<file path="src/rtl/lsu_pkg.sv">
// Shared encodings for the load/store unit: access sizes, FSM states and
// the alignment rule used to reject an access before it touches memory.
package lsu_pkg;

  localparam logic [1:0] SZ_BYTE = 2'b00;
  localparam logic [1:0] SZ_HALF = 2'b01;
  localparam logic [1:0] SZ_WORD = 2'b10;
  localparam logic [1:0] SZ_RSVD = 2'b11;

  typedef enum logic [2:0] {
    ST_IDLE = 3'd0,
    ST_RD   = 3'd1,
    ST_CAP  = 3'd2,
    ST_WR   = 3'd3,
    ST_FIN  = 3'd4
  } state_t;

  // The reserved size code is treated as misaligned so it never reaches memory.
  function automatic logic is_misaligned(input logic [1:0] size, input logic [1:0] offset);
    case (size)
      SZ_BYTE: return 1'b0;
      SZ_HALF: return offset[0];
      SZ_WORD: return offset != 2'b00;
      default: return 1'b1;
    endcase
  endfunction

endpackage

</file>
<file path="src/rtl/lsu_align.sv">
// Little-endian lane logic: extracts and extends a load lane from a memory
// word, and merges a right-aligned store lane into a memory word.
module lsu_align
  import lsu_pkg::*;
(
  input  logic [1:0]  size,
  input  logic        is_unsigned,
  input  logic [1:0]  offset,
  input  logic [31:0] mem_word,
  input  logic [31:0] wdata,
  output logic [31:0] load_data,
  output logic [31:0] merged_word
);

  logic [7:0]  lane_b;
  logic [15:0] lane_h;

  always_comb begin
    // NOTE: every output gets a default first so no path leaves it unassigned (no latch).
    lane_b      = mem_word[{offset, 3'b000} +: 8];
    lane_h      = offset[1] ? mem_word[31:16] : mem_word[15:0];
    load_data   = mem_word;
    merged_word = wdata;
    case (size)
      SZ_BYTE: begin
        load_data   = {{24{~is_unsigned & lane_b[7]}}, lane_b};
        merged_word = mem_word;
        merged_word[{offset, 3'b000} +: 8] = wdata[7:0];
      end
      SZ_HALF: begin
        load_data   = {{16{~is_unsigned & lane_h[15]}}, lane_h};
        merged_word = mem_word;
        merged_word[{offset[1], 4'b0000} +: 16] = wdata[15:0];
      end
      default: ;
    endcase
  end

endmodule

</file>
<file path="src/rtl/load_store_unit.sv">
// Load/store unit: one access at a time between the core and a synchronous
// word-wide data memory; sub-word stores are done as read-modify-write.
module load_store_unit
  import lsu_pkg::*;
#(
  parameter int ADDR_W = 32,
  parameter int DATA_W = 32
) (
  input  logic              CLK,
  input  logic              RSTN,
  input  logic              REQ,
  input  logic              WE,
  input  logic [1:0]        SIZE,
  input  logic              UNSIGNED,
  input  logic [ADDR_W-1:0] ADDR,
  input  logic [DATA_W-1:0] WDATA,
  output logic [DATA_W-1:0] RDATA,
  output logic              BUSY,
  output logic              DONE,
  output logic              MISALIGN,
  output logic [ADDR_W-1:0] MEM_ADDR,
  output logic [DATA_W-1:0] MEM_DIN,
  input  logic [DATA_W-1:0] MEM_DOUT,
  output logic              MEM_WR_EN,
  output logic              MEM_RD_EN
);

  state_t              state_q, state_d;
  logic                we_q, uns_q, mis_q;
  logic [1:0]          size_q;
  logic [ADDR_W-1:0]   addr_q;
  logic [DATA_W-1:0]   din_q, rdata_q;
  logic [31:0]         load_data, merged_word;
  logic                accept;

  assign accept = (state_q == ST_IDLE) && REQ;

  lsu_align u_align (
    .size        (size_q),
    .is_unsigned (uns_q),
    .offset      (addr_q[1:0]),
    .mem_word    (MEM_DOUT),
    .wdata       (din_q),
    .load_data   (load_data),
    .merged_word (merged_word)
  );

  always_ff @(posedge CLK or negedge RSTN) begin
    // NOTE: clocked state uses non-blocking assignments so every flop samples pre-edge values.
    if (!RSTN) state_q <= ST_IDLE;
    else       state_q <= state_d;
  end

  always_comb begin
    state_d = state_q;
    case (state_q)
      ST_IDLE: if (REQ) begin
        if (is_misaligned(SIZE, ADDR[1:0])) state_d = ST_FIN;
        else if (WE && SIZE == SZ_WORD)     state_d = ST_WR;
        else                                state_d = ST_RD;
      end
      ST_RD:   state_d = ST_CAP;
      ST_CAP:  state_d = we_q ? ST_WR : ST_FIN;
      ST_WR:   state_d = ST_FIN;
      ST_FIN:  state_d = ST_IDLE;
      default: state_d = ST_IDLE;
    endcase
  end

  // Memory strobes decode straight from the state, so reset clears them at once.
  always_comb begin
    BUSY      = state_q != ST_IDLE;
    DONE      = state_q == ST_FIN;
    MISALIGN  = (state_q == ST_FIN) && mis_q;
    MEM_RD_EN = state_q == ST_RD;
    MEM_WR_EN = state_q == ST_WR;
    MEM_ADDR  = (state_q == ST_IDLE) ? '0 : {addr_q[ADDR_W-1:2], 2'b00};
  end

  always_ff @(posedge CLK or negedge RSTN) begin
    // NOTE: datapath registers are reset too, because RDATA and MEM_DIN must read zero in reset.
    if (!RSTN) begin
      we_q    <= 1'b0;
      uns_q   <= 1'b0;
      mis_q   <= 1'b0;
      size_q  <= SZ_BYTE;
      addr_q  <= '0;
      din_q   <= '0;
      rdata_q <= '0;
    end else begin
      if (accept) begin
        we_q   <= WE;
        uns_q  <= UNSIGNED;
        mis_q  <= is_misaligned(SIZE, ADDR[1:0]);
        size_q <= SIZE;
        addr_q <= ADDR;
        if (WE) din_q <= WDATA;
      end
      // CAP sees the word read in RD: loads register the lane, stores the merged word.
      if (state_q == ST_CAP) begin
        if (we_q) din_q   <= merged_word;
        else      rdata_q <= load_data;
      end
    end
  end

  assign RDATA   = rdata_q;
  assign MEM_DIN = din_q;

endmodule

</file>
<file path="config.mk">
export PLATFORM = sky130hd
export DESIGN_NAME = load_store_unit
export DESIGN_NICKNAME = d
export VERILOG_FILES = /design/src/rtl/lsu_pkg.sv /design/src/rtl/lsu_align.sv /design/src/rtl/load_store_unit.sv
export SDC_FILE = /design/constraint.sdc
export NUM_CORES = 1
export LEC_CHECK = 0
export BUFFER_PORTS_ARGS = -buffer_cell sky130_fd_sc_hd__buf_2
export CAP_MARGIN = 20
export CORE_UTILIZATION = 50
export DETAILED_ROUTE_END_ITERATION = 8
export PLACE_DENSITY = 0.8
export REMOVE_ABC_BUFFERS = 1
export SLEW_MARGIN = 20
export SYNTH_ARGS = -nofsm -noshare
export SYNTH_HDL_FRONTEND = slang
export SYNTH_SLANG_ARGS = --single-unit
</file>
<file path="constraint.sdc">
create_clock -name CLK -period 3.9 [get_ports CLK]
set_clock_uncertainty 0.15 [all_clocks]
set_input_delay 0.39 -clock CLK [delete_from_list [all_inputs] [get_ports CLK]]
set_output_delay 0.39 -clock CLK [all_outputs]
set_load 0.01 [all_outputs]
</file>
# Word-level counts from Yosys, hierarchy flattened
# Index checks and enable logic that the tools add are counted.
dict set report totals {
  reg_bits 104
  input_bits 103
  out_inout_bits 101
  wordCells 55
}
dict set report op_classes {
  addsub 2
  eq_ne 9
  shifts 5
  mux 18
  bitwise 4
  n_reduce_logical 9
}
# cell n
set op_table {}
lappend op_table {{$mux 32} 5}
lappend op_table {{$pmux 32 s2} 2}
lappend op_table {{$bwmux 32} 2}
lappend op_table {{$shift 16x7->32 const A} 1}
lappend op_table {{$shift 8x7->32 const A} 1}
lappend op_table {{$shiftx 16x7->32} 1}
lappend op_table {{$shiftx 32x6->8} 1}
lappend op_table {{$shiftx 8x7->32} 1}
lappend op_table {{$mux 16} 1}
lappend op_table {{$neg 5->7} 2}
lappend op_table {{$pmux 3 s4} 1}
lappend op_table {{$mux 3} 3}
lappend op_table {{$eq 3x2->1 const B} 2}
lappend op_table {{$eq 2x1->1 const B} 2}
lappend op_table {{$logic_not 2->1} 2}
lappend op_table {{$ne 4x2->1 const B} 1}
lappend op_table {{$eq 3x1->1 const B} 1}
lappend op_table {{$eq 3x3->1 const B} 1}
lappend op_table {{$logic_and 1x1->1} 3}
lappend op_table {{$logic_not 3->1} 1}
lappend op_table {{$pmux 1 s3} 1}
lappend op_table {{$reduce_bool 3->1} 1}
lappend op_table {{$and 1x1->1} 2}
lappend op_table {{$eq 2x2->1 const B} 1}
lappend op_table {{6 further kinds} 8}

# Logic depth before layout (Yosys ltp)
# Gate-level depths: netlist of the first run.
dict set report depth {
  word_depth 7
  ltp_mapped 10
  mapped_depth_nobuf 6
}

# Cells and area by module
# A second synthesis of the first run with hierarchy kept.
dict set report hier_totals {
  cells_unflattened 672
  area_unflattened_um2 6473.7
}
# mod n_inst cells_each area_each_um2 seq_area_each_um2
set modules_own_cells {}
lappend modules_own_cells {load_store_unit 1 393 4565.6 2602.5}
lappend modules_own_cells {lsu_align 1 279 1908.1 0.0}

# Worst setup path after synthesis of the first run
# OpenSTA, ideal clock, no wires.
dict set report synth_path {
  kind {flip-flop to flip-flop}
  start {register addr_q[1]}
  end {register din_q[30] (netlist: MEM_DIN[30])}
  setup_time_ps 66
  arrival_time_ps 2307
  t_required_ps 3684
  slack_ps 1377
  stages_incl_launch_ff 11
  n_path_buf 4
  synth_period_minus_slack_ps 2523
  path_cell_list {dfrtp_1 -> buf_2 -> buf_2 -> buf_2 -> inv_1 -> ha_1 -> nor4bb_1 -> buf_2 -> a221oi_1 -> o32ai_1 -> o311a_1}
}
dict set report synth_via {
  elab_chain_len 6
  elab_cells_between_ends 11
  classes_between {add/sub (2); shift (4); mux (5)}
}
# element line_no
set synth_rtl {}
lappend synth_rtl {{from (decl)} load_store_unit.sv:31} ;# logic [ADDR_W-1:0] addr_q;
lappend synth_rtl {{from (signal assigned)} load_store_unit.sv:87} ;# addr_q <= '0;
lappend synth_rtl {{from (signal assigned)} load_store_unit.sv:96} ;# addr_q <= ADDR;
lappend synth_rtl {{$neg 5->7, on equally long branches} {lsu_align.sv:33, lsu_align.sv:28}}
lappend synth_rtl {{$shiftx 16x7->32, or another cell as far along} lsu_align.sv:33} ;# merged_word[{offset[1], 4'b0000} +: 16] = wdata[15:0];
lappend synth_rtl {{$bwmux 32, on equally long branches} {lsu_align.sv:33, lsu_align.sv:28}}
lappend synth_rtl {{$pmux 32 s2 *} lsu_align.sv:24} ;# case (size)
lappend synth_rtl {{$mux 32 *} load_store_unit.sv:101} ;# if (we_q) din_q <= merged_word;
lappend synth_rtl {{$mux 32 *} load_store_unit.sv:100} ;# if (state_q == ST_CAP) begin
lappend synth_rtl {{to (signal assigned)} load_store_unit.sv:101}
lappend synth_rtl {{to (decl)} load_store_unit.sv:32} ;# logic [DATA_W-1:0] din_q, rdata_q;
# Mark *: on every way between the ends. The rest lies on a longest branch, timed or not.
# A chain may end at the register's enable or synchronous reset.

# Worst setup path in the final report of the first run
# Same ends and word-level chain as after synthesis.

==> impl_metrics.py, run 1 <==
metrics = {
    "status": {
        "status": "complete, but fails checks",
        "violations": "hold timing",
    },
    "layout": {
        "syn2layout_area_growth_pct": 22.0,
        "antennaDiodeCount": 0,
        "nets": 937,
        "stdcell_count": 977,
        "drive_gt1_share_pct": 29.9,
    },
    "global_routing": {
        "grt_pass1_vias": 5461,
        "grt_max_degree": 87,
        "antenna_found_initial": 0,
        "grt_pass1_wl_mm": 27.8,
        "overflow": 0,
        "grtUsageTotal_pct": 30.8,
    },
    "routing": {
        "wl_mm": 18.2,
        "drc": 0,
        "antenna_left": 0,
        "vias": 5835,
        "vias_per_cell": 5.97,
        "drt_iter0_drc": 488,
        "wl_per_cell_microns": 18.6,
        "dr.pass1.iters": 5,
    },
    "timing": {
        "setup_slack_ns": 1.15,
        "hold_viol_final": 85,
        "rsz0062_at_grt": "false",
        "worst_slew_pin_slew_ns": 0.933,
        "setup_violations": 0,
        "finalCriticalPeriod_ns": 2.75,
        "min_period_over_period_pct": 70.4,
        "drv_slew": 0,
        "max_freq_mhz": 364,
        "max_slew_margin_pct": 37.8,
        "hold_slack_ns": -0.0712,
        "tns_ns": 0,
    },
    "floorplan": {
        "die_w_microns": 110,
        "ios": 204,
        "dieArea_sq_um": 12100,
        "core-area_sq_um": 11400,
        "num_rows": 39,
        "die_h_microns": 110,
        "initial_core_util_pct": 51.2,
    },
    "pwr": {
        "peakVddDrop_v": 0.000489,
        "power.density_nw_per_um2": 838,
        "p_int_uw": 3270,
        "p_seq_share_pct": 35.5,
        "clock_power_share_pct": 14.4,
        "sw_frac_of_total_pct": 45.1,
        "comb_power_share_pct": 50.2,
        "p_switching_uw": 2690,
        "leakagePower_uw": 0.00352,
    },
    "job": {
        "cap_violations": 0,
    },
    "clocking": {
        "post_cts_resize_count": 0,
        "clk_pin_slew_ns": 0.07,
        "htreeDepth": 3,
        "clockRootBuffer": "clkbuf_16",
        "cts_buffers": 9,
        "post_cts_buffers": 0,
        "clock_latency_ns": 0.36,
        "cts_sinks": 104,
        "cts_tree": "built",
        "hold_buffers": 0,
        "cts_buffer_depth": 2,
    },
    "synth": {
        "synth_flop_cell": "dfrtp_1",
        "synth.most_common_cell": "nand2_1",
        "netlist_area_sq_um": 5830,
        "yosysSeqAreaShare_pct": 44.7,
        "synth_top_area_share_pct": 44.7,
        "ys_types": 62,
        "yosys.area.top_type": "dfrtp_1",
        "ys_warn_count": 0,
        "synth_edf_count": 0,
        "synth_cells": 659,
        "ys_seq_elements": 104,
        "synthTopCellsByArea": "dfrtp_1 45%, nand2_1 9.1%, and2_1 3.7%",
        "synth_common_cells": "142 x nand2_1, 104 x dfrtp_1, 39 x o21ai_0, 38 x nand3_1, 34 x and2_1",
        "syn_area_per_cell_sq_um": 8.84,
        "async_flop_share_pct": 100,
    },
    "placement": {
        "io_buffers": 201,
        "place.gp.congestion": 0.889,
        "pre_cts_slack_ns": 1.20,
        "dp.cells": 961,
        "hpwl_mm": 13.0,
    },
    "worst_setup_path": {
        "cp_max_fo": 24,
        "critPathCaptureType": "register",
        "setup.worst_path.class": "reg -> reg",
        "worstPathRequired_ns": 4.05,
        "start_kind": "register",
        "crit_arrival_ns": 2.90,
    },
    "worst_hold_path": {
        "hold_path_class": "in -> async",
    },
}
logic make-up (layout without fill, tap and decap cells):
kind of cell	after synthesis	count (layout)	share of synthesized area, %
fa+ha+maj	5	5	1.07
compound gates	158	158	19.1
buf+inv	73	247	5.67
simple gates	302	302	26.2
mux	16	16	3.16
flops	104	104	44.7
other cells	1	2	0.0644
worst max-delay path, stage by stage (launching register included):
cell and delay (ns):
dfrtp_1 0.80, inv_1 0.24, ha_1 0.38, nor4bb_1 0.28, buf_4 0.21, a221oi_1 0.10
o32ai_1 0.32, o311a_1 0.21
cell type report:
type	count	area, sq um
fillers	968	4260
well taps	143	179
clock buffers	13	250
clock inverters	3	17.5
flip-flops and latches	104	2600
repair buffers	209	1070
multi-input cells	483	2910
inverters	22	82.6
stage by stage:
step	util, %	instance area (sq um)	hold WS [ns]	total power (uW)
finish	62.5	7110	-0.0712	5960
global route	62.5	7110	0.00498	6380
CTS	62.5	7100	0.0664	5930
detailed placement	60.1	6840	0.307	5070
global placement	60.1	6840	0.299	4960
floorplan	-	5580	-0.0556	3840
cells in the final DEF, fill, tap and decap left out, types with 11 or more instances in the layout:
cell type,synthesis,layout
nand2_1,142,141
nor2b_1,11,11
a221oi_1,15,15
o22a_1,14,14
and2_1,34,34
a21oi_1,21,21
o21ai_0,39,39
nor3b_1,16,16
a221o_1,13,13
nor3_1,21,21
nand3_1,38,38
buf_2,24,200
nor2_1,14,14
dfrtp_1,104,104
inv_1,21,21
layer usage:
| layer | vias up | wire length, microns | share of wire, % | global-route usage (%) |
|---|---|---|---|---|
| met4 | 0 | 694 | 3.8 | 15.7 |
| met1 | 2776 | 7480 | 41 | 40.3 |
| met3 | 50 | 1770 | 9.7 | 7.05 |
| li1 | 2676 | - | - | - |
| met5 | - | 0 | 0 | 0 |
| met2 | 333 | 8250 | 45 | 47.8 |
power by group through the flow:
stage / clock network, uW / registers [uW] / logic (uW)
2_1_floorplan: 0 / 2170 / 1670
3_3_place_gp: 0 / 2080 / 2880
3_5_place_dp: 0 / 2110 / 2960
4_1_cts: 862 / 2100 / 2970
5_1_grt: 907 / 2170 / 3310
6_report: 856 / 2110 / 2990
state kept, by name (all words and copies together) (netlist names):
name     flops
MEM_DIN     32
RDATA       32
addr_q      32
state_q      3
size_q       2
mis_q        1
uns_q        1
we_q         1
final timing paths:
path                            slack (ns)      start     endpoint  depth (start not counted)
worst max-delay path                  1.15  addr_q[1]  MEM_DIN[30]                          7
worst min-delay path                 -0.07       RSTN    RDATA[18]                          1
worst max register to register        1.15  addr_q[1]  MEM_DIN[30]                          7
worst min register to register        0.32  addr_q[6]    addr_q[6]                          2
max in group asynchronous             2.89       RSTN    addr_q[2]                          2
min in group CLK                      0.07   ADDR[24]   addr_q[24]                          3
(Power assumes the default switching activity.)
==> run 2, diff against run 1 <==
--- a/config.mk
+++ b/config.mk
@@ -5,11 +5,12 @@
 export SDC_FILE = /design/constraint.sdc
 export NUM_CORES = 1
 export LEC_CHECK = 0
+export ABC_AREA = 1
 export BUFFER_PORTS_ARGS = -buffer_cell sky130_fd_sc_hd__buf_2
 export CAP_MARGIN = 20
-export CORE_UTILIZATION = 50
+export CORE_UTILIZATION = 47
 export DETAILED_ROUTE_END_ITERATION = 8
-export PLACE_DENSITY = 0.8
+export PLACE_DENSITY = 0.77
 export REMOVE_ABC_BUFFERS = 1
 export SLEW_MARGIN = 20
 export SYNTH_ARGS = -nofsm -noshare
==> constraint.sdc (replaced) <==
create_clock -name CLK -period 2.4 [get_ports CLK]
set_clock_uncertainty 0.15 [all_clocks]
set_input_delay 0.24 -clock CLK [delete_from_list [all_inputs] [get_ports CLK]]
set_output_delay 0.24 -clock CLK [all_outputs]
set_load 0.01 [all_outputs]
==> impl_metrics.py, run 2 <==
metrics = {
    "placement": {
        "dpl_cell_area_sq_um": 7910,
        "dp.cells": 1379,
        "hpwl_mm": 16.0,
        "io_buffers": 201,
        "place.gp.congestion": 0.949,
        "pre_cts_slack_ns": 0.290,
    },
    "layout": {
        "layout_common_cells": "324 x nand2_1, 200 x buf_2, 115 x nor2_1, 108 x inv_1, 103 x dfrtp_1",
        "fin_util_pct": 62.6,
        "syn2layout_area_growth_pct": 29.9,
        "nets": 1360,
        "n_fill_cell": 1226,
        "stdcell_area_sq_um": 8650,
        "stdcell_count": 1437,
        "layout_commonest_cell": "nand2_1",
        "drive_gt1_share_pct": 23.1,
        "antennaDiodeCount": 0,
    },
    "synth": {
        "synth.most_common_cell": "nand2_1",
        "synth_flop_cell": "dfrtp_1",
        "syn_area_per_cell_sq_um": 6.50,
        "synth_common_cells": "324 x nand2_1, 116 x nor2_1, 108 x inv_1, 104 x dfrtp_1, 71 x nand3_1",
        "synth_top_area_share_pct": 39.1,
        "ys_warn_count": 0,
        "synth_cells": 1024,
        "netlist_area_sq_um": 6660,
        "ys_types": 31,
        "ys_seq_elements": 104,
        "async_flop_share_pct": 100,
        "synthTopCellsByArea": "dfrtp_1 39%, nand2_1 18%, nor2_1 6.5%",
        "yosys.area.top_type": "dfrtp_1",
        "yosysSeqAreaShare_pct": 39.1,
        "synth_edf_count": 0,
    },
    "floorplan": {
        "num_rows": 43,
        "initial_core_util_pct": 48.2,
        "core-area_sq_um": 13800,
        "die_w_microns": 121,
        "dieArea_sq_um": 14700,
        "ios": 204,
        "die_h_microns": 121,
    },
    "clocking": {
        "htreeDepth": 3,
        "cts_tree": "built",
        "post_cts_buffers": 0,
        "cts_sinks": 104,
        "cts_buffer_depth": 2,
        "clk_pin_slew_ns": 0.07,
        "clockRootBuffer": "clkbuf_16",
        "cts_buffers": 9,
        "clock_latency_ns": 0.36,
    },
    "worst_hold_path": {
        "hold_path_class": "in -> reg",
    },
    "routing": {
        "vias_per_cell": 5.21,
        "drt_iter0_drc": 712,
        "wl_mm": 22.2,
        "antenna_left": 0,
        "drc": 0,
        "dr.pass1.iters": 6,
        "vias": 7483,
        "wl_per_cell_microns": 15.4,
    },
    "pwr": {
        "leakagePower_uw": 0.00465,
        "power.density_nw_per_um2": 1300,
        "peakVddDrop_v": 0.000658,
    },
    "worst_setup_path": {
        "worstPathRequired_ns": 2.01,
        "setup.worst_path.class": "reg -> out",
        "critPathCaptureType": "output pin",
        "start_kind": "register",
        "crit_arrival_ns": 1.80,
        "cp_max_fo": 29,
    },
    "timing": {
        "worst_slew_pin_slew_ns": 0.555,
        "setup_slack_ns": 0.210,
        "max_slew_margin_pct": 62.9,
        "hold_viol_final": 0,
        "tns_ns": 0,
        "rsz0062_at_grt": "false",
        "finalCriticalPeriod_ns": 2.19,
        "setup_violations": 0,
        "drv_slew": 0,
        "min_period_over_period_pct": 91.3,
        "max_freq_mhz": 457,
    },
    "global_routing": {
        "grt_max_degree": 68,
        "grt_pass1_wl_mm": 35.7,
        "grtUsageTotal_pct": 31.4,
        "overflow": 0,
        "antenna_found_initial": 0,
        "grt_pass1_vias": 7067,
    },
    "status": {
        "status": "completed",
    },
    "job": {
        "cap_violations": 0,
    },
}
-- run 2: path summary, 6_finish.rpt --
| kind | start | end | slack, ns | depth (start not counted) |
|---|---|---|---|---|
| hold / removal | SIZE[0] | size_q[0] | 0.005 | 3 |
| max in group asynchronous | RSTN | RDATA[9] | 1.27 | 3 |
| setup reg to reg | addr_q[0] | MEM_DIN[2] | 0.34 | 9 |
| min in group asynchronous | RSTN | addr_q[14] | 0.24 | 2 |
| hold reg to reg | MEM_DIN[29] | MEM_DIN[29] | 0.35 | 2 |
| setup / recovery | state_q[1] | MEM_ADDR[22] | 0.21 | 6 |
-- run 2: critical path: stages, from the launching register on --
cell     delay (ns)
dfrtp_1        0.43
nor2_2         0.21
nand2_1        0.14
inv_1          0.21
buf_12         0.22
nor2_1         0.07
buf_2          0.15
-- run 2: final cells by class --
type	instances	area, sq um	share of cell area, %
clock buffer	11	253	2.92
clock inverter	5	63.8	0.738
inverter	121	457	5.28
multi-input combinational	744	3340	38.6
sequential	104	2600	30.1
tap	180	225	2.60
timing repair buffer	272	1710	19.8
-- run 2: cells by family (layout without fill, tap and decap cells) --
kind of cell	Yosys count	after routing	share of synthesized area (%)
AOI/OAI and AO/OA	164	164	13.3
adders and majority gates	5	5	0.939
buffers and inverters	177	409	10.9
DFF	104	104	39.1
other	1	2	0.0563
and+or+nand+nor	573	573	35.7
-- run 2: routing by layer --
layer	GRT usage (%)	routed length [microns]	vias up
met3	4.09	1720	54
met5	0	0	-
met4	14.4	716	0
met1	43.7	9550	3405
li1	-	-	3673
met2	48.6	10200	351
-- run 2: repair_timing --
action	in CTS	in global routing
hold buffers	42	0
endpoints found under the setup margin	0	7
gates resized for setup	0	2
hold endpoints to repair	77	0
-- run 2: per-stage QoR --
step / hold slack [ns] / power [uW]
after floorplan: -0.206 / 7070
after global placement: 0.102 / 9440
after detailed placement: 0.100 / 9520
after CTS: 0.00309 / 11200
after global routing: 0.0547 / 12200
final: 0.00536 / 11300
-- run 2: power breakdown --
part           switching (uW)  internal [uW]  leakage [uW]
sequential                560           2610       0.00124
clock                     702            874      0.000152
combinational            4120           2390       0.00326
==> run 3, diff against run 2 <==
--- a/config.mk
+++ b/config.mk
@@ -8,9 +8,10 @@
 export ABC_AREA = 1
 export BUFFER_PORTS_ARGS = -buffer_cell sky130_fd_sc_hd__buf_2
 export CAP_MARGIN = 20
-export CORE_UTILIZATION = 47
+export CORE_UTILIZATION = 49
+export CTS_BUF_LIST = sky130_fd_sc_hd__clkbuf_8
 export DETAILED_ROUTE_END_ITERATION = 8
-export PLACE_DENSITY = 0.77
+export PLACE_DENSITY = 0.8
 export REMOVE_ABC_BUFFERS = 1
 export SLEW_MARGIN = 20
 export SYNTH_ARGS = -nofsm -noshare
==> impl_metrics.py, run 3 (synthesized netlist as in run 2, its figures left out) <==
metrics = {
    "placement": {
        "hpwl_mm": 15.1,
        "io_buffers": 201,
        "pre_cts_slack_ns": 0.264,
        "place.gp.congestion": 0.936,
    },
    "routing": {
        "vias": 7564,
        "vias_per_cell": 5.29,
        "drt_iter0_drc": 573,
        "wl_per_cell_microns": 14.8,
        "antenna_left": 0,
        "drc": 0,
        "dr.pass1.iters": 5,
        "wl_mm": 21.2,
    },
    "worst_setup_path": {
        "reg2regPathDepth": 8,
        "cp-endpoint": "MEM_ADDR[6]",
        "start_kind": "register",
        "cp_slowest_cell": "dfrtp_1",
        "path_delay_family": "buffers and inverters",
        "cp_max_fo": 32,
        "setup.worst_path.class": "reg -> out",
        "critPathCaptureType": "output pin",
        "crit_arrival_ns": 1.82,
        "timing.rr.end": "RDATA[20]",
        "worstPathRequired_ns": 2.01,
        "cp_num_buf_inv": 3,
        "worst-r2r-setup-slack_ns": 0.22,
        "crit_chain": "nor2_2 -> nand2_1 -> inv_1 -> buf_4 -> nor2_1 -> buf_2",
        "rr_startpoint": "addr_q[1]",
        "cp-startpoint": "state_q[1]",
        "path_depth": 6,
        "cpPeakStageDelay_ns": 0.44,
    },
    "clocking": {
        "clock_latency_ns": 0.38,
        "clk_pin_slew_ns": 0.10,
        "post_cts_buffers": 0,
        "cts_buffers": 9,
        "cts_sinks": 104,
        "htreeDepth": 3,
        "clockRootBuffer": "clkbuf_8",
        "cts_tree": "built",
        "hold_buffers": 42,
        "post_cts_resize_count": 0,
        "cts_buffer_depth": 2,
    },
    "layout": {
        "antennaDiodeCount": 0,
        "nets": 1357,
        "syn2layout_area_growth_pct": 27.1,
        "multi_input_area_sq_um": 3340,
        "layout_common_cells": "324 x nand2_1, 200 x buf_2, 116 x nor2_1, 109 x inv_1, 104 x dfrtp_1",
        "drive_gt1_share_pct": 22.6,
        "ff_latch_area_sq_um": 2600,
        "n_fill_cell": 1269,
        "layout_commonest_cell": "nand2_1",
    },
    "timing": {
        "worst_slew_pin_slew_ns": 0.566,
        "finalCriticalPeriod_ns": 2.21,
        "setup_slack_ns": 0.193,
        "hold_viol_final": 0,
        "drv_slew": 0,
        "max_freq_mhz": 453,
        "max_slew_margin_pct": 62.2,
        "min_period_over_period_pct": 92.0,
        "setup_violations": 0,
        "rsz0062_at_grt": "false",
    },
    "floorplan": {
        "initial_core_util_pct": 50.3,
        "ios": 204,
        "die_w_microns": 119,
        "core-area_sq_um": 13200,
        "dieArea_sq_um": 14100,
        "die_h_microns": 119,
        "num_rows": 42,
    },
    "status": {
        "status": "completed",
    },
    "pwr": {
        "peakVddDrop_v": 0.000578,
        "leakagePower_uw": 0.00458,
        "total_power_uw": 10600,
        "power.density_nw_per_um2": 1260,
    },
    "global_routing": {
        "grt_pass1_vias": 7138,
        "overflow": 0,
        "grt_max_degree": 59,
        "grt_pass1_wl_mm": 34.7,
        "antenna_found_initial": 0,
        "grtUsageTotal_pct": 30.9,
    },
    "job": {
        "cap_violations": 0,
    },
    "worst_hold_path": {
        "hold_path_class": "in -> reg",
    },
}
## run 3: cell types whose count changed in the layout (fill, tap and decap cells not counted)
| cell | previous run | this run |
|---|---|---|
| inv_1 | 108 | 109 |
| dfrtp_1 | 103 | 104 |
| clkbuf_8 | 2 | 10 |
| nor2_1 | 115 | 116 |
| dfrtp_2 | 1 | 0 |
| clkbuf_16 | 9 | 0 |
| nor2_2 | 6 | 5 |
| clkinv_4 | 2 | 1 |
| clkinv_2 | 0 | 2 |
| buf_12 | 5 | 2 |
| inv_6 | 1 | 0 |
## run 3: metrics by stage
step / hold slack, ns / util [%] / std cells / setup TNS (ns) / cell area, sq um
after CTS: 0.00498 / 63.9 / 1430 / 0 / 8460
after global placement: 0.0703 / 59.2 / 1372 / 0 / 7850
after global routing: 0.0287 / 63.9 / 1430 / 0 / 8460
after floorplan: -0.206 / - / 969 / -2.05 / 6400
after detailed placement: 0.0720 / 59.2 / 1372 / 0 / 7850
final: 0.0105 / 63.9 / 1430 / 0 / 8460
## run 3: report_power, final
| part | leakage, uW | total (uW) | switching, uW | internal (uW) |
|---|---|---|---|---|
| clock network | 0.000103 | 1150 | 639 | 506 |
| registers | 0.00124 | 3120 | 517 | 2600 |
| logic | 0.00323 | 6360 | 4060 | 2300 |
## run 3: worst min-delay path, cell delays in order
cell,delay (ns)
buf_2,0.10
inv_1,0.08
o21ai_0,0.08
## run 3: per-layer routing
| metal | vias to the layer above | wire, microns | track usage (%) |
|---|---|---|---|
| li1 | 3667 | - | - |
| met1 | 3397 | 8720 | 40.9 |
| met3 | 87 | 2100 | 6.23 |
| met4 | 0 | 848 | 15.1 |
| met5 | - | 0 | 0 |
| met2 | 413 | 9520 | 48.1 |
## run 3: final cells by class
type                    instances  share of cell area [%]
clock buffers                  10                    1.63
inverters                     121                    5.40
flip-flops and latches        104                    30.8
multi-input cells             744                    39.4
well taps                     176                    2.60
repair buffers                269                    19.5
clock inverters                 6                   0.710
## run 3: worst min-delay path by stage
| stage | start | to | slack [ns] | cells after the start |
|---|---|---|---|---|
| 2_1_floorplan | RSTN | MEM_DIN[0] | -0.21 | 0 |
| 3_3_place_gp | RSTN | RDATA[26] | 0.07 | 1 |
| 3_5_place_dp | RSTN | RDATA[26] | 0.07 | 1 |
| 4_1_cts | SIZE[1] | size_q[1] | 0.005 | 3 |
| 5_1_grt | ADDR[1] | addr_q[1] | 0.03 | 3 |
| 6_report | SIZE[1] | size_q[1] | 0.01 | 3 |
